$ cat src/rtl/clk_enable_controller_pkg.sv
// Shared state encodings and helpers for the clk_enable_controller slice.
package clk_enable_controller_pkg;

  localparam int unsigned STATE_W = 2;

  localparam logic [STATE_W-1:0] ST_IDLE  = 2'd0;
  localparam logic [STATE_W-1:0] ST_RUN   = 2'd1;
  localparam logic [STATE_W-1:0] ST_PAUSE = 2'd2;
  localparam logic [STATE_W-1:0] ST_STEP  = 2'd3;

  function automatic logic state_is_counting(input logic [STATE_W-1:0] st);
    return (st == ST_RUN) || (st == ST_STEP);
  endfunction

endpackage

$ cat src/rtl/clk_enable_controller_divider.sv
// Terminal-count divider: counter, active/pending divisor, tick and clk_out generation.
module clk_enable_controller_divider
  import clk_enable_controller_pkg::*;
#(
  parameter int unsigned         CNT_W       = 27,
  parameter logic [CNT_W-1:0]    DEFAULT_DIV = CNT_W'(199_999)
) (
  input  logic             clk_i,
  input  logic             rst_i,
  input  logic             en_i,
  input  logic             clr_i,
  input  logic             idle_i,
  input  logic             load_i,
  input  logic [CNT_W-1:0] load_value_i,
  output logic             wrap_o,
  output logic             tick_o,
  output logic             clk_out_o
);

  logic [CNT_W-1:0] count_d, count_q;
  logic [CNT_W-1:0] div_active_d, div_active_q;
  logic [CNT_W-1:0] div_pending_d, div_pending_q;
  logic             tick_d, tick_q;
  logic             clk_out_d, clk_out_q;
  logic             wrap_eff;

  assign wrap_o   = en_i && (count_q == div_active_q);
  assign wrap_eff = wrap_o && !clr_i;

  always_comb begin
    count_d       = count_q;
    tick_d        = 1'b0;
    clk_out_d     = clk_out_q;
    div_pending_d = load_i ? load_value_i : div_pending_q;
    div_active_d  = div_active_q;

    if (clr_i) begin
      count_d = '0;
    end else if (wrap_eff) begin
      count_d   = '0;
      tick_d    = 1'b1;
      clk_out_d = ~clk_out_q;
    end else if (en_i) begin
      count_d = count_q + CNT_W'(1);
    end

    // Divisor only switches on a period boundary (or while stopped), so no runt periods.
    if (wrap_eff || idle_i) begin
      div_active_d = div_pending_d;
    end
  end

  always_ff @(posedge clk_i) begin
    if (rst_i) begin
      count_q       <= '0;
      div_active_q  <= DEFAULT_DIV;
      div_pending_q <= DEFAULT_DIV;
      tick_q        <= 1'b0;
      clk_out_q     <= 1'b0;
    end else begin
      count_q       <= count_d;
      div_active_q  <= div_active_d;
      div_pending_q <= div_pending_d;
      tick_q        <= tick_d;
      clk_out_q     <= clk_out_d;
    end
  end

  assign tick_o    = tick_q;
  assign clk_out_o = clk_out_q;

endmodule

$ cat src/rtl/clk_enable_controller.sv
// Run/pause/single-step controller around a programmable divider.
// Optional tick counter enabled by defining CLK_CTRL_TICK_COUNT_EN.
module clk_enable_controller
  import clk_enable_controller_pkg::*;
#(
  parameter int unsigned         CNT_W       = 27,
  parameter logic [CNT_W-1:0]    DEFAULT_DIV = CNT_W'(199_999)
) (
  input  logic               clk,
  input  logic               rst,
  input  logic               cmd_start,
  input  logic               cmd_stop,
  input  logic               cmd_pause,
  input  logic               cmd_step,
  input  logic               div_load,
  input  logic [CNT_W-1:0]   div_value,
  output logic               tick,
  output logic               clk_out,
  output logic [STATE_W-1:0] state,
  output logic               busy,
  output logic [15:0]        tick_count
);

  logic [STATE_W-1:0] state_d, state_q;
  logic               busy_d, busy_q;
  logic               en, clr, idle, wrap;

  assign en   = state_is_counting(state_q);
  assign idle = (state_q == ST_IDLE);
  assign clr  = (state_d == ST_IDLE);

  // Commands with no meaning in the current state are ignored rather than blocking others.
  always_comb begin
    state_d = state_q;
    case (state_q)
      ST_IDLE: begin
        if (cmd_step)       state_d = ST_STEP;
        else if (cmd_start) state_d = ST_RUN;
      end
      ST_RUN: begin
        if (cmd_stop)       state_d = ST_IDLE;
        else if (cmd_pause) state_d = ST_PAUSE;
      end
      ST_PAUSE: begin
        if (cmd_stop)       state_d = ST_IDLE;
        else if (cmd_step)  state_d = ST_STEP;
        else if (cmd_start) state_d = ST_RUN;
      end
      ST_STEP: begin
        if (cmd_stop)       state_d = ST_IDLE;
        else if (wrap)      state_d = ST_PAUSE;
      end
      default: state_d = ST_IDLE;
    endcase
    busy_d = state_is_counting(state_d);
  end

  always_ff @(posedge clk) begin
    if (rst) begin
      state_q <= ST_IDLE;
      busy_q  <= 1'b0;
    end else begin
      state_q <= state_d;
      busy_q  <= busy_d;
    end
  end

  clk_enable_controller_divider #(
    .CNT_W       (CNT_W),
    .DEFAULT_DIV (DEFAULT_DIV)
  ) u_divider (
    .clk_i        (clk),
    .rst_i        (rst),
    .en_i         (en),
    .clr_i        (clr),
    .idle_i       (idle),
    .load_i       (div_load),
    .load_value_i (div_value),
    .wrap_o       (wrap),
    .tick_o       (tick),
    .clk_out_o    (clk_out)
  );

  assign state = state_q;
  assign busy  = busy_q;

`ifdef CLK_CTRL_TICK_COUNT_EN
  logic [15:0] tick_count_d, tick_count_q;

  always_comb begin
    tick_count_d = tick_count_q;
    if (clr)       tick_count_d = '0;
    else if (wrap) tick_count_d = tick_count_q + 16'd1;
  end

  always_ff @(posedge clk) begin
    if (rst) tick_count_q <= '0;
    else     tick_count_q <= tick_count_d;
  end

  assign tick_count = tick_count_q;
`else
  assign tick_count = 16'h0;
`endif

endmodule

$ cat config.mk
export PLATFORM = sky130hd
export DESIGN_NAME = clk_enable_controller
export DESIGN_NICKNAME = d
export VERILOG_FILES = /design/src/rtl/clk_enable_controller_pkg.sv /design/src/rtl/clk_enable_controller_divider.sv /design/src/rtl/clk_enable_controller.sv
export SDC_FILE = /design/constraint.sdc
export NUM_CORES = 1
export LEC_CHECK = 0
export BUFFER_PORTS_ARGS = -buffer_cell sky130_fd_sc_hd__clkbuf_2
export CORE_MARGIN = 5
export CORE_UTILIZATION = 57
export DETAILED_ROUTE_END_ITERATION = 12
export PLACE_DENSITY = 0.8
export SLEW_MARGIN = 10
export SYNTH_ARGS = -nofsm -noshare
export SYNTH_HDL_FRONTEND = slang
export SYNTH_SLANG_ARGS = --single-unit
$ cat constraint.sdc
create_clock -name clk -period 2.6 [get_ports clk]
set_input_delay 0.39 -clock clk [delete_from_list [all_inputs] [get_ports clk]]
set_output_delay 0.39 -clock clk [all_outputs]
set_load 0.02 [all_outputs]
# Word-level counts from Yosys, hierarchy flattened
# Index checks and enable logic that the tools add are counted.
# word_totals
ff_bits,86
latch_bits,0
mem_bits_rw,0
romBits,0
input_bits,34
out_inout_bits,21
word_cells,37
memories,0
# op_classes
addsub,1
multipliers,0
n_div,0
magnitude_cmp,0
eq_ne,6
n_shift,0
muxes,10
bitwise_logic,2
n_reduce_logical,11
# ops
op,n
"adder 27 x 1 -> 27 bit, second input constant",1
equality test 27 bit,1
2-to-1 mux 27 bit,1
2-to-1 mux 2 bit,7
case mux 2 bit (4 select lines),1
"equality test 2 bit, second input constant",3
"equality test 2 x 1 -> 1 bit, second input constant",2
zero test 2 bit,2
logical OR 1 bit,3
OR reduction 3 bit,1
logical AND 1 bit,2
inverter 1 bit,2
AND reduction 2 bit,1
OR reduction 2 bit,1
zero test 1 bit,1
2-to-1 mux 1 bit,1

# Logic depth before layout (Yosys ltp)
# Gate-level depths: netlist of run 1.
# depth
ltp_word,10
mapped_depth,8
mapped_depth_nobuf,6

# Cells and area by module
# Synthesis of run 1 repeated with hierarchy kept, for this count alone.
# hier_totals
hier_cells,401
area_unflattened_um2,3926.3
# modules_own_cells
module,instances,cells_each,area_each_um2,seq_area_each_um2
clk_enable_controller_divider,1,368,3663.5,1661.6
clk_enable_controller,1,33,262.8,40.0

# Worst setup path before layout of run 1
# OpenSTA, ideal clock, no wires.
# synth_path
kind,register to register
from,register u_divider.count_q[4]
to,register u_divider.div_active_q[0]
setup_time_ns,0.121
arrival_time_ns,1.843
required_time_ns,2.479
setup_slack_ns,0.636
stages_incl_launch_ff,8
n_path_buf,2
period_less_slack_ns,1.964
path_cell_list,dfxtp_1 buf_6 xnor2_1 nand4_1 nor4_4 a31oi_4 buf_6 mux2_4
# synth_between
elab_chain_cells,9
# synth_lines
item,line,source
from (decl),clk_enable_controller_divider.sv:20,"logic [CNT_W-1:0] count_d, count_q;"
from (signal assigned),clk_enable_controller_divider.sv:61,count_q <= count_d;
equality test 27 bit (*),clk_enable_controller_divider.sv:27,assign wrap_o = en_i && (count_q == div_active_q);
logical AND 1 bit (*),clk_enable_controller_divider.sv:27,
2-to-1 mux 2 bit,clk_enable_controller.sv:51,else if (wrap) state_d = ST_PAUSE;
2-to-1 mux 2 bit,clk_enable_controller.sv:50,if (cmd_stop) state_d = ST_IDLE;
case mux 2 bit (4 select lines),clk_enable_controller.sv:35,case (state_q)
zero test 2 bit,clk_enable_controller.sv:30,assign clr = (state_d == ST_IDLE);
zero test 1 bit,clk_enable_controller_divider.sv:28,assign wrap_eff = wrap_o && !clr_i;
logical AND 1 bit (*),clk_enable_controller_divider.sv:28,
logical OR 1 bit (*),clk_enable_controller_divider.sv:48,if (wrap_eff || idle_i) begin
to (signal assigned),clk_enable_controller_divider.sv:62,div_active_q <= div_active_d;
to (decl),clk_enable_controller_divider.sv:21,"logic [CNT_W-1:0] div_active_d, div_active_q;"
# Every way passes the cells marked *; elsewhere a longest branch is shown, timed or not.
# A chain may end at the register's enable or synchronous reset.

# Worst setup path after layout of run 1
# layout_path
from,register u_divider.count_q[9]
to,register u_divider.div_active_q[14]
# The elaborated chain is that of the path after synthesis.

==> results of run 1 <==
[power by group]
| part | internal (uW) | switching [uW] |
|---|---|---|
| clock network | 565 | 460 |
| registers | 1380 | 52.5 |
| logic | 187 | 183 |
[layer usage]
metal,global-route usage,up-vias,wire length [um]
met2,0.276,66,3390
met5,0,-,0
li1,-,1377,-
met1,0.221,1270,3470
met3,0.0579,12,354
met4,0.0537,0,123
[flip-flops by register name, indices dropped and copies added (netlist names)]
name and flops:
state 2, u_divider.clk_out_o 1, u_divider.count_q 27, u_divider.div_active_q 27, u_divider.div_pending_q 27, u_divider.tick_o 1
[cells in the mapped netlist (4+ instances only)]
cell | instances | area, um^2
nor3_1 | 6 | 30.0
xnor2_1 | 34 | 298
dfxtp_1 | 85 | 1700
nor2b_1 | 28 | 175
inv_1 | 4 | 15.0
nand2_1 | 11 | 41.3
xor2_1 | 18 | 158
clkbuf_1 | 10 | 37.5
nor2_1 | 56 | 210
mux2i_1 | 17 | 170
buf_2 | 5 | 25.0
or2_2 | 11 | 68.8
mux2_4 | 20 | 300
nand3_1 | 11 | 55.1
mux2_2 | 7 | 78.8
buf_4 | 17 | 128
a211o_1 | 12 | 105
nand4_1 | 18 | 113
[cells by family after synthesis]
kind of cell	Yosys count	synth area share
AO/OA/AOI/OAI	21	0.0460
flip-flops	85	0.429
AND/OR/NAND/NOR	154	0.207
multiplexers	44	0.138
XOR/XNOR	52	0.115
buffers and inverters	40	0.0612
other	1	0.000945
adder cells (fa/ha/maj)	1	0.00315
[worst min path at each step]
stage | startpoint | end | slack, ns | cells after the start
6_report | div_value[16] | u_divider.div_pending_q[16]$_SDFF_PP1_ | 0.26 | 2
5_1_grt | div_value[16] | u_divider.div_pending_q[16]$_SDFF_PP1_ | 0.25 | 2
4_1_cts | div_value[16] | u_divider.div_pending_q[16]$_SDFF_PP1_ | 0.25 | 2
3_5_place_dp | u_divider.div_pending_q[20]$_SDFF_PP0_ | u_divider.div_pending_q[20]$_SDFF_PP0_ | 0.51 | 2
3_3_place_gp | u_divider.div_pending_q[20]$_SDFF_PP0_ | u_divider.div_pending_q[20]$_SDFF_PP0_ | 0.50 | 2
2_1_floorplan | u_divider.div_pending_q[18]$_SDFF_PP0_ | u_divider.div_pending_q[18]$_SDFF_PP0_ | 0.47 | 2
[per-stage QoR]
stage | setup WS, ns | cells | power (uW)
after floorplan | 0.636 | 413 | 1770
after global placement | 0.377 | 515 | 1820
after detailed placement | 0.304 | 515 | 1830
after CTS | 0.275 | 530 | 2850
after global routing | 0.153 | 530 | 2940
final | 0.241 | 530 | 2820
[area by class of cell]
| type | instances | area, um^2 |
|---|---|---|
| tap | 96 | 120 |
| sequential | 85 | 1700 |
| clock inverter | 5 | 85.1 |
| clock buffer | 10 | 138 |
| timing repair buffer | 42 | 220 |
| fill | 529 | 2430 |
| multi-input combinational | 288 | 2080 |
| inverter | 4 | 15.0 |
==> key figures, run 1 <==
Route
  • Avg WL per Cell: 13.8 um
  • Vias per cell: 5.14
  • Vias: 2,725
  • DRC violations left: 0
  • Post-route ant nets: 0
  • Final wirelength: 7.34 mm
  • First-pass DRT Iterations: 4
  • Initial drt markers: 166

Run status
  • Status: finished, final reports clean

Worst setup path
  • Crit path largest cell delay: 0.51 ns
  • CP max FO: 27
  • Worst R2R Setup Slack: 0.24 ns
  • CP max stage cell: nor4_1
  • Setup crit end kind: register
  • Worst r2r dst: u_divider.div_active_q[14]$_SDFFE_PP0P_
  • Worst path depth: 6
  • Worst path buffer plus inverter count: 1
  • CP Capture Point: u_divider.div_active_q[14]$_SDFFE_PP0P_
  • CP required: 2.84 ns
  • CP Cell Sequence: xor2_1, nor4_1, nor3b_4, a31oi_4, buf_4, mux2_4
  • Worst r2r path cells: 6
  • Crit path arrival time: 2.59 ns
  • Worst setup path class: reg -> reg
  • Worst setup SP type: register
  • Delay-heaviest family, CP: simple AND/OR/NAND/NOR gates
  • Critical path launch point: u_divider.count_q[9]$_SDFFE_PP0P_
  • R2R Path Start: u_divider.count_q[9]$_SDFFE_PP0P_

Global routing
  • GR Util All Layers: 0.173
  • Antenna violations before repair: 0
  • Vias in the first global route: 2,523
  • First-pass GRT wire length: 11.9 mm
  • Grt ovf: 0
  • Largest net degree at the start of global routing: 39

Min path
  • HP Class: in -> reg

Synthesis
  • Yosys warning count: 0
  • Sequential share of the synthesized area: 0.429
  • Mapped Area: 3970 um^2
  • Synth Register Bits: 85
  • Synth cell types: 38
  • Asr flop ratio synth: 0
  • Cells after synthesis: 398
  • Syn avg cell area: 9.97 um^2
  • Synth Flop Type: dfxtp_1
  • Post-synth EDFFs: 0

Floorplanning
  • Core Box Area: 6790 um^2
  • Initial Utilization: 0.584
  • Top-Level Pins: 55
  • Die height: 93.4 um
  • Num rows: 30
  • Die area: 8730 um^2
  • DIE WIDTH: 93.4 um

CTS
  • Hold_buf cts: 0
  • CTS tree: yes
  • Deepest clock path buffer count: 2
  • # H-tree levels: 3
  • Worst skew pair latency: 0.35 ns
  • Root Buffer: clkbuf_8
  • Setup Buffers After CTS: 0
  • Num CTS Buffers: 9
  • Post_cts resized: 0
  • Clock transition at path regs: 0.08 ns
  • Clock tree sinks: 85

Layout
  • Post-layout util: 0.642
  • Most common cell after layout, fill and taps aside: dfxtp_1
  • Most frequent cells in the layout: 85 x dfxtp_1, 56 x nor2_1, 38 x clkbuf_2
  • Share of cells above drive strength 1: 0.230
  • N_diodes: 0
  • Number of nets in the layout: 465
  • Fin area: 4360 um^2
  • Syn-to-layout area delta: 9.87%

STA
  • Fin. Hold Viols: 0
  • Post-route clock period utilization: 0.907
  • Worst-case clock skew: 0.0106 ns
  • Final Max Tran Viols: 0
  • Hold slack final: 0.264 ns
  • Unrepaired setup endpoints after global routing: false
  • Final setup violation count: 0
  • Worst-Margin Slew: 0.904 ns
  • Fmax: 0.424 GHz
  • Slew HR: 0.397
  • Fin crit period: 2.36 ns
  • Setup TNS: 0 ns

Placement
  • # port buffers: 38
  • DP HPWL: 5.27 mm
  • Placed Area: 4140 um^2
  • GPL Wtd Cong: 0.928

Pwr
  • Leak: 0.00175 uW
  • Maximum vdd drop: 456 uV
  • PwrDens: 648 nW/um^2

Job
  • Max-Cap Viols: 0
No activity file was read; power rests on OpenSTA's default activity.
==> inputs of run 2 (changes only) <==
--- a/config.mk
+++ b/config.mk
@@ -7,9 +7,9 @@
 export LEC_CHECK = 0
 export BUFFER_PORTS_ARGS = -buffer_cell sky130_fd_sc_hd__clkbuf_2
 export CORE_MARGIN = 5
-export CORE_UTILIZATION = 57
+export CORE_UTILIZATION = 61
 export DETAILED_ROUTE_END_ITERATION = 12
-export PLACE_DENSITY = 0.8
+export PLACE_DENSITY = 0.85
 export SLEW_MARGIN = 10
 export SYNTH_ARGS = -nofsm -noshare
 export SYNTH_HDL_FRONTEND = slang
==> constraint.sdc (replaced) <==
create_clock -name clk -period 3 [get_ports clk]
set_input_delay 0.45 -clock clk [delete_from_list [all_inputs] [get_ports clk]]
set_output_delay 0.45 -clock clk [all_outputs]
set_load 0.02 [all_outputs]
==> run 2 against run 1 <==
Net effect: register-to-register slack better by 0.28 ns; flip-flop and latch count unchanged; total power shrank 15%; combinational power decreased by 10%; count of clock-buffer cells in the layout is 1 lower; sequential share of layout area increased by 0.45 points; die area is 5.9% lower; design area is 1.1% lower; critical path type unchanged; sequential power shrank 13%.
==> key figures, run 2 (synthesis results as in run 1) <==
Global routing
  • Grt ovf: 0 (unchanged)
  • Largest net degree at the start of global routing: 39 (unchanged)
  • Antenna violations before repair: 0 (unchanged)
  • Vias in the first global route: 2,728 (+8.1%)
  • First-pass GRT wire length: 13.1 mm (+9.9%)
  • GR Util All Layers: 0.194 (+0.0206)

Floorplanning
  • Die area: 8220 um^2 (-5.9%)
  • Die height: 90.7 um (-3.0%)
  • Top-Level Pins: 55 (unchanged)
  • DIE WIDTH: 90.7 um (-3.0%)
  • Initial Utilization: 0.625 (+0.0408)
  • Num rows: 29 (-3.3%)
  • Core Box Area: 6350 um^2 (-6.5%)

Route
  • Avg WL per Cell: 15.4 um (+11%)
  • Initial drt markers: 209 (+26%)
  • Post-route ant nets: 0 (unchanged)
  • Vias: 2,778 (+1.9%)
  • Final wirelength: 7.87 mm (+7.2%)
  • Vias per cell: 5.44 (+5.7%)
  • DRC violations left: 0 (unchanged)
  • First-pass DRT Iterations: 4 (unchanged)

Placement
  • Placed Area: 4110 um^2 (-0.76%)
  • DP HPWL: 5.67 mm (+7.6%)
  • GPL Wtd Cong: 0.875 (-5.6%)
  • # port buffers: 38 (unchanged)

CTS
  • # H-tree levels: 3 (unchanged)
  • Deepest clock path buffer count: 2 (unchanged)
  • CTS tree: yes
  • Clock tree sinks: 85 (unchanged)
  • Worst skew pair latency: 0.36 ns (about the same)
  • Num CTS Buffers: 9 (unchanged)
  • Hold_buf cts: 0 (unchanged)
  • Clock transition at path regs: 0.09 ns (about the same)
  • Setup Buffers After CTS: 0 (unchanged)
  • Post_cts resized: 0 (unchanged)
  • Root Buffer: clkbuf_8

Worst setup path
  • CP Cell Sequence: xor2_1, nor4_1, nor3b_4, a31oi_4, mux2_4
  • Worst setup SP type: register
  • CP required: 3.25 ns (+0.41 ns)
  • CP max stage cell: nor4_1
  • Delay-heaviest family, CP: simple AND/OR/NAND/NOR gates
  • CP max FO: 27 (unchanged)
  • Crit path largest cell delay: 0.47 ns (-0.04 ns)
  • Worst setup path class: reg -> reg
  • Worst path buffer plus inverter count: 0 (-1)
  • Setup crit end kind: register
  • Crit path arrival time: 2.72 ns (+0.13 ns)

Layout
  • N_diodes: 0 (unchanged)
  • Most frequent cells in the layout: 85 x dfxtp_1, 56 x nor2_1, 38 x clkbuf_2
  • Share of cells above drive strength 1: 0.230 (unchanged)
  • Number of nets in the layout: 464 (-0.22%)
  • Most common cell after layout, fill and taps aside: dfxtp_1
  • Syn-to-layout area delta: 8.61%
  • Largest registers: u_divider.count_q x27, u_divider.div_active_q x27, u_divider.div_pending_q x27
  • Fin area: 4310 um^2 (-1.1%)

STA
  • Final Max Tran Viols: 0 (unchanged)
  • Worst-case clock skew: 0.00950 ns (-0.00108 ns)
  • Unrepaired setup endpoints after global routing: false
  • Final setup violation count: 0 (unchanged)
  • Setup TNS: 0 ns (unchanged)
  • Slew HR: 0.228 (-0.169)
  • Fmax: 0.404 GHz (-4.7%)
  • Worst-Margin Slew: 1.16 ns (+0.254 ns)
  • Post-route clock period utilization: 0.825 (-0.0826)
  • Fin crit period: 2.47 ns (+0.115 ns)
  • Fin. Hold Viols: 0 (unchanged)

Job
  • Max-Cap Viols: 0 (unchanged)

Pwr
  • Maximum vdd drop: 537 uV (+18%)
  • Leak: 0.00173 uW (-0.64%)
  • PwrDens: 558 nW/um^2 (-14%)

Run status
  • Status: finished, final reports clean

Min path
  • HP Class: in -> reg
[run 2: area by class of cell]
type,count,area (um^2)
Clock buffer,9,124
Clock inverter,7,80.1
Fill cell,499,2040
Inverter,4,15.0
Multi-Input combinational cell,288,2080
Sequential cell,85,1700
Tap cell,77,96.3
Timing Repair Buffer,41,213
[run 2: worst paths after layout]
kind                                     startpoint                                     end  slack, ns  cells past startpoint
min reg2reg  u_divider.div_pending_q[24]$_SDFF_PP0_  u_divider.div_pending_q[24]$_SDFF_PP0_       0.53                      2
max               u_divider.count_q[9]$_SDFFE_PP0P_  u_divider.div_active_q[3]$_SDFFE_PP1P_       0.53                      5
max reg2reg       u_divider.count_q[9]$_SDFFE_PP0P_  u_divider.div_active_q[3]$_SDFFE_PP1P_       0.53                      5
min                                    div_value[1]   u_divider.div_pending_q[1]$_SDFF_PP1_       0.32                      2
[run 2: stage by stage]
stage / instances / hold slack [ns] / setup WS (ns) / power [uW] / util
global placement: 495 / 0.505 / 0.626 / 1580 / 0.647
CTS: 511 / 0.313 / 0.543 / 2410 / 0.679
floorplan: 413 / 0.468 / 1.04 / 1530 / -
global route: 511 / 0.314 / 0.364 / 2500 / 0.679
detailed placement: 495 / 0.506 / 0.555 / 1590 / 0.647
finish: 511 / 0.318 / 0.526 / 2400 / 0.679
[run 2: worst register-to-register path, stage by stage (launching register included)]
cell	delay, ns
dfxtp_1	0.37
xor2_1	0.20
nor4_1	0.47
nor3b_4	0.39
a31oi_4	0.46
mux2_4	0.48
[run 2: per-layer routing]
layer / GRT usage / vias up / wire [um]
li1: - / 1370 / -
met1: 0.235 / 1325 / 3410
met2: 0.322 / 69 / 3880
met3: 0.0633 / 14 / 433
met4: 0.0633 / 0 / 140
met5: 0 / - / 0
[run 2: power by group]
group	switching [uW]	internal [uW]
Clock	437	398
Combinational	168	165
Sequential	44.1	1190
Total	649	1760
==> inputs of run 3 (changes only) <==
--- a/config.mk
+++ b/config.mk
@@ -5,11 +5,12 @@
 export SDC_FILE = /design/constraint.sdc
 export NUM_CORES = 1
 export LEC_CHECK = 0
+export ABC_AREA = 1
 export BUFFER_PORTS_ARGS = -buffer_cell sky130_fd_sc_hd__clkbuf_2
 export CORE_MARGIN = 5
-export CORE_UTILIZATION = 61
+export CORE_UTILIZATION = 58
 export DETAILED_ROUTE_END_ITERATION = 12
-export PLACE_DENSITY = 0.85
+export PLACE_DENSITY = 0.81
 export SLEW_MARGIN = 10
 export SYNTH_ARGS = -nofsm -noshare
 export SYNTH_HDL_FRONTEND = slang
==> constraint.sdc (replaced) <==
create_clock -name clk -period 2.45 [get_ports clk]
set_input_delay 0.3675 -clock clk [delete_from_list [all_inputs] [get_ports clk]]
set_output_delay 0.3675 -clock clk [all_outputs]
set_load 0.02 [all_outputs]
==> run 3 against run 2 <==
Net effect: count of clock-buffer cells in the layout did not move; highest routed layer unchanged; largest power group unchanged; final cell count increased by 54%; critical endpoint is now u_divider.div_active_q[16]$_SDFFE_PP1P_; synthesized cell count up 65%.
==> key figures, run 3 <==
Pwr
  • PwrDens: 707 nW/um^2 (+27%)
  • Leak: 0.00227 uW (+31%)
  • Maximum vdd drop: 406 uV (-24%)

Placement
  • GPL Wtd Cong: 0.942 (+7.7%)
  • # port buffers: 38 (unchanged)
  • DP HPWL: 6.94 mm (+22%)
  • Placed Area: 4560 um^2 (+11%)
  • Pre-CTS WS: 0.252 ns (-0.303 ns)

Route
  • DRC violations left: 0 (unchanged)
  • Initial drt markers: 192 (-8.1%)
  • Post-route ant nets: 0 (unchanged)
  • Vias per cell: 4.98 (-8.3%)
  • Final wirelength: 9.34 mm (+19%)
  • First-pass DRT Iterations: 5 (+1)
  • Vias: 3,923 (+41%)
  • Avg WL per Cell: 11.9 um (-23%)

CTS
  • CTS tree: yes
  • # H-tree levels: 3 (unchanged)
  • Hold_buf cts: 0 (unchanged)
  • Setup Buffers After CTS: 0 (unchanged)
  • Root Buffer: clkbuf_8
  • Clock tree sinks: 85 (unchanged)
  • Num CTS Buffers: 9 (unchanged)
  • Post_cts resized: 0 (unchanged)
  • Worst skew pair latency: 0.36 ns (about the same)
  • Clock transition at path regs: 0.09 ns (about the same)
  • Deepest clock path buffer count: 2 (unchanged)

Floorplanning
  • Die area: 9460 um^2 (+15%)
  • Core Box Area: 7330 um^2 (+15%)
  • Die height: 97.3 um (+7.3%)
  • Top-Level Pins: 55 (unchanged)
  • Initial Utilization: 0.602 (-0.0223)
  • DIE WIDTH: 97.3 um (+7.3%)
  • Num rows: 31 (+6.9%)

Worst setup path
  • CP Cell Sequence: xnor2_1, nand2_1, nor2_1, nand2_1, nor2_1, nand2_2, nand2_2, nand4_4, nand2_4, nand2_2, nand2_1, nand3_1
  • CP max FO: 36 (+33%)
  • CP required: 2.67 ns (-0.58 ns)
  • Crit path arrival time: 2.43 ns (-0.29 ns)
  • Delay-heaviest family, CP: simple AND/OR/NAND/NOR gates
  • CP max stage cell: dfxtp_1
  • Worst setup SP type: register
  • Crit path largest cell delay: 0.44 ns (-0.03 ns)
  • Setup crit end kind: register
  • Worst path buffer plus inverter count: 0 (unchanged)
  • Worst setup path class: reg -> reg

STA
  • Fin crit period: 2.21 ns (-0.264 ns)
  • Unrepaired setup endpoints after global routing: true
  • Post-route clock period utilization: 0.902 (+0.0773)
  • Slew HR: 0.581 (+0.353)
  • Setup TNS: 0 ns (unchanged)
  • Worst setup margin: 0.240 ns (-0.286 ns)
  • Worst-Margin Slew: 0.628 ns (-0.530 ns)
  • Hold slack final: 0.233 ns (-0.0843 ns)
  • Worst-case clock skew: 0.00800 ns (-0.00150 ns)
  • Final setup violation count: 0 (unchanged)
  • Fmax: 0.452 GHz (+12%)
  • Final Max Tran Viols: 0 (unchanged)
  • Fin. Hold Viols: 0 (unchanged)

Synthesis
  • Most frequent cell after synthesis: nand2_1
  • Sequential share of the synthesized area: 0.385 (-0.0436)
  • Synth Register Bits: 85 (unchanged)
  • Synth cell types: 33 (-13%)
  • Syn avg cell area: 6.74 um^2 (-32%)
  • Area share of the largest cell type after synthesis: 0.385 (-0.0436)
  • Mux cell area share after synthesis: 0 (-0.138)
  • Commonest cells post-synth: 165 x nand2_1, 85 x dfxtp_1, 83 x nor2_1
  • Post-Synth XOR/XNOR Area: 0.0555 (-0.0593)
  • Area contributors post-synth: dfxtp_1 39%, nand2_1 14%, nand3_1 7.6%
  • Synth Flop Type: dfxtp_1
  • Cells after synthesis: 655 (+65%)
  • Post-synthesis simple-gate area fraction: 0.373 (+0.166)
  • Main combinational cell family by area after synthesis: simple AND/OR/NAND/NOR gates
  • Leading area contributor after synthesis: dfxtp_1
  • Synth Area in Adders: 0.00283 (-0.000321)
  • Mapped Area: 4420 um^2 (+11%)
  • Asr flop ratio synth: 0 (unchanged)
  • Synth Area in Compound Gates: 0.0493 (+0.00325)
  • Post-synth EDFFs: 0 (unchanged)
  • Yosys warning count: 0 (unchanged)

Layout
  • Most common cell after layout, fill and taps aside: nand2_1
  • Fin area: 4750 um^2 (+10%)
  • Share of cells above drive strength 1: 0.144 (-0.0865)
  • Largest registers: u_divider.count_q x27, u_divider.div_active_q x27, u_divider.div_pending_q x27
  • Most frequent cells in the layout: 165 x nand2_1, 85 x dfxtp_1, 83 x nor2_1
  • Number of nets in the layout: 718 (+55%)
  • N_diodes: 0 (unchanged)
  • Syn-to-layout area delta: 7.65%

Global routing
  • Antenna violations before repair: 0 (unchanged)
  • GR Util All Layers: 0.199 (+0.00595)
  • Vias in the first global route: 3,630 (+33%)
  • Largest net degree at the start of global routing: 45 (+15%)
  • Grt ovf: 0 (unchanged)
  • First-pass GRT wire length: 15.9 mm (+22%)

Job
  • Max-Cap Viols: 0 (unchanged)

Min path
  • HP Class: in -> reg

Run status
  • Status: finished, final reports clean
==> run 3: changes by cell type after synthesis, moves of 19 or more <==
cell     before  now
nand2_1      11  165
inv_1         4   80
nand3_1      11   67
xnor2_1      34    5
nor2b_1      28    0
nor2_1       56   83
a21oi_1       2   22
mux2_4       20    0
o21ai_0       0   19
==> run 3: worst paths after layout <==
| path | startpoint | end | slack (ns) | cells past startpoint |
|---|---|---|---|---|
| worst max-delay path | u_divider.count_q[12]$_SDFFE_PP0P_ | u_divider.div_active_q[16]$_SDFFE_PP1P_ | 0.24 | 12 |
| worst max register to register | u_divider.count_q[12]$_SDFFE_PP0P_ | u_divider.div_active_q[16]$_SDFFE_PP1P_ | 0.24 | 12 |
| worst min-delay path | div_value[4] | u_divider.div_pending_q[4]$_SDFF_PP1_ | 0.23 | 3 |
| worst min register to register | u_divider.div_pending_q[0]$_SDFF_PP1_ | u_divider.div_pending_q[0]$_SDFF_PP1_ | 0.46 | 2 |
==> run 3: layout make-up <==
class                   count  area (um^2)
fillers                   683         2580
multi-input cells         457         2180
flip-flops and latches     85         1700
inverters                  88          330
repair buffers             42          220
clock buffers               9          124
well taps                  99          124
clock inverters             7         73.8
==> run 3: per-layer routing <==
metal / GRT usage / vias up / routed length [um]
met4: 0.0692 / 0 / 119
met5: 0 / - / 0
li1: - / 2042 / -
met3: 0.0323 / 11 / 531
met1: 0.273 / 1764 / 4540
met2: 0.320 / 106 / 4150
==> run 3: metrics by stage <==
stage          power (uW)  utilization  instances
6_report             3360        0.649        787
3_5_place_dp         2370        0.622        771
5_1_grt              3550        0.649        787
4_1_cts              3370        0.649        787
3_3_place_gp         2350        0.622        771
2_1_floorplan        2230            -        670
==> run 3: logic make-up (layout without fill, tap and decap cells) <==
logic type                 after synthesis  count (layout)
AOI/OAI and AO/OA                       43              43
xor gates and xnor gates                28              28
adders and majority gates                1               1
buffers and inverters                  128             146
DFF                                     85              85
other                                    1              16
and+or+nand+nor                        369             369
==> run 3: report_power, final <==
group / internal, uW / total [uW] / switching (uW)
clock: 477 / 1010 / 537
combinational: 270 / 750 / 480
sequential: 1510 / 1600 / 91.5
==> run 3: tightest hold or removal path: cells and delay by family <==
family	cells	cell delay (ns)
AND/OR/NAND/NOR	2	0.12
buffers and inverters	1	0.07
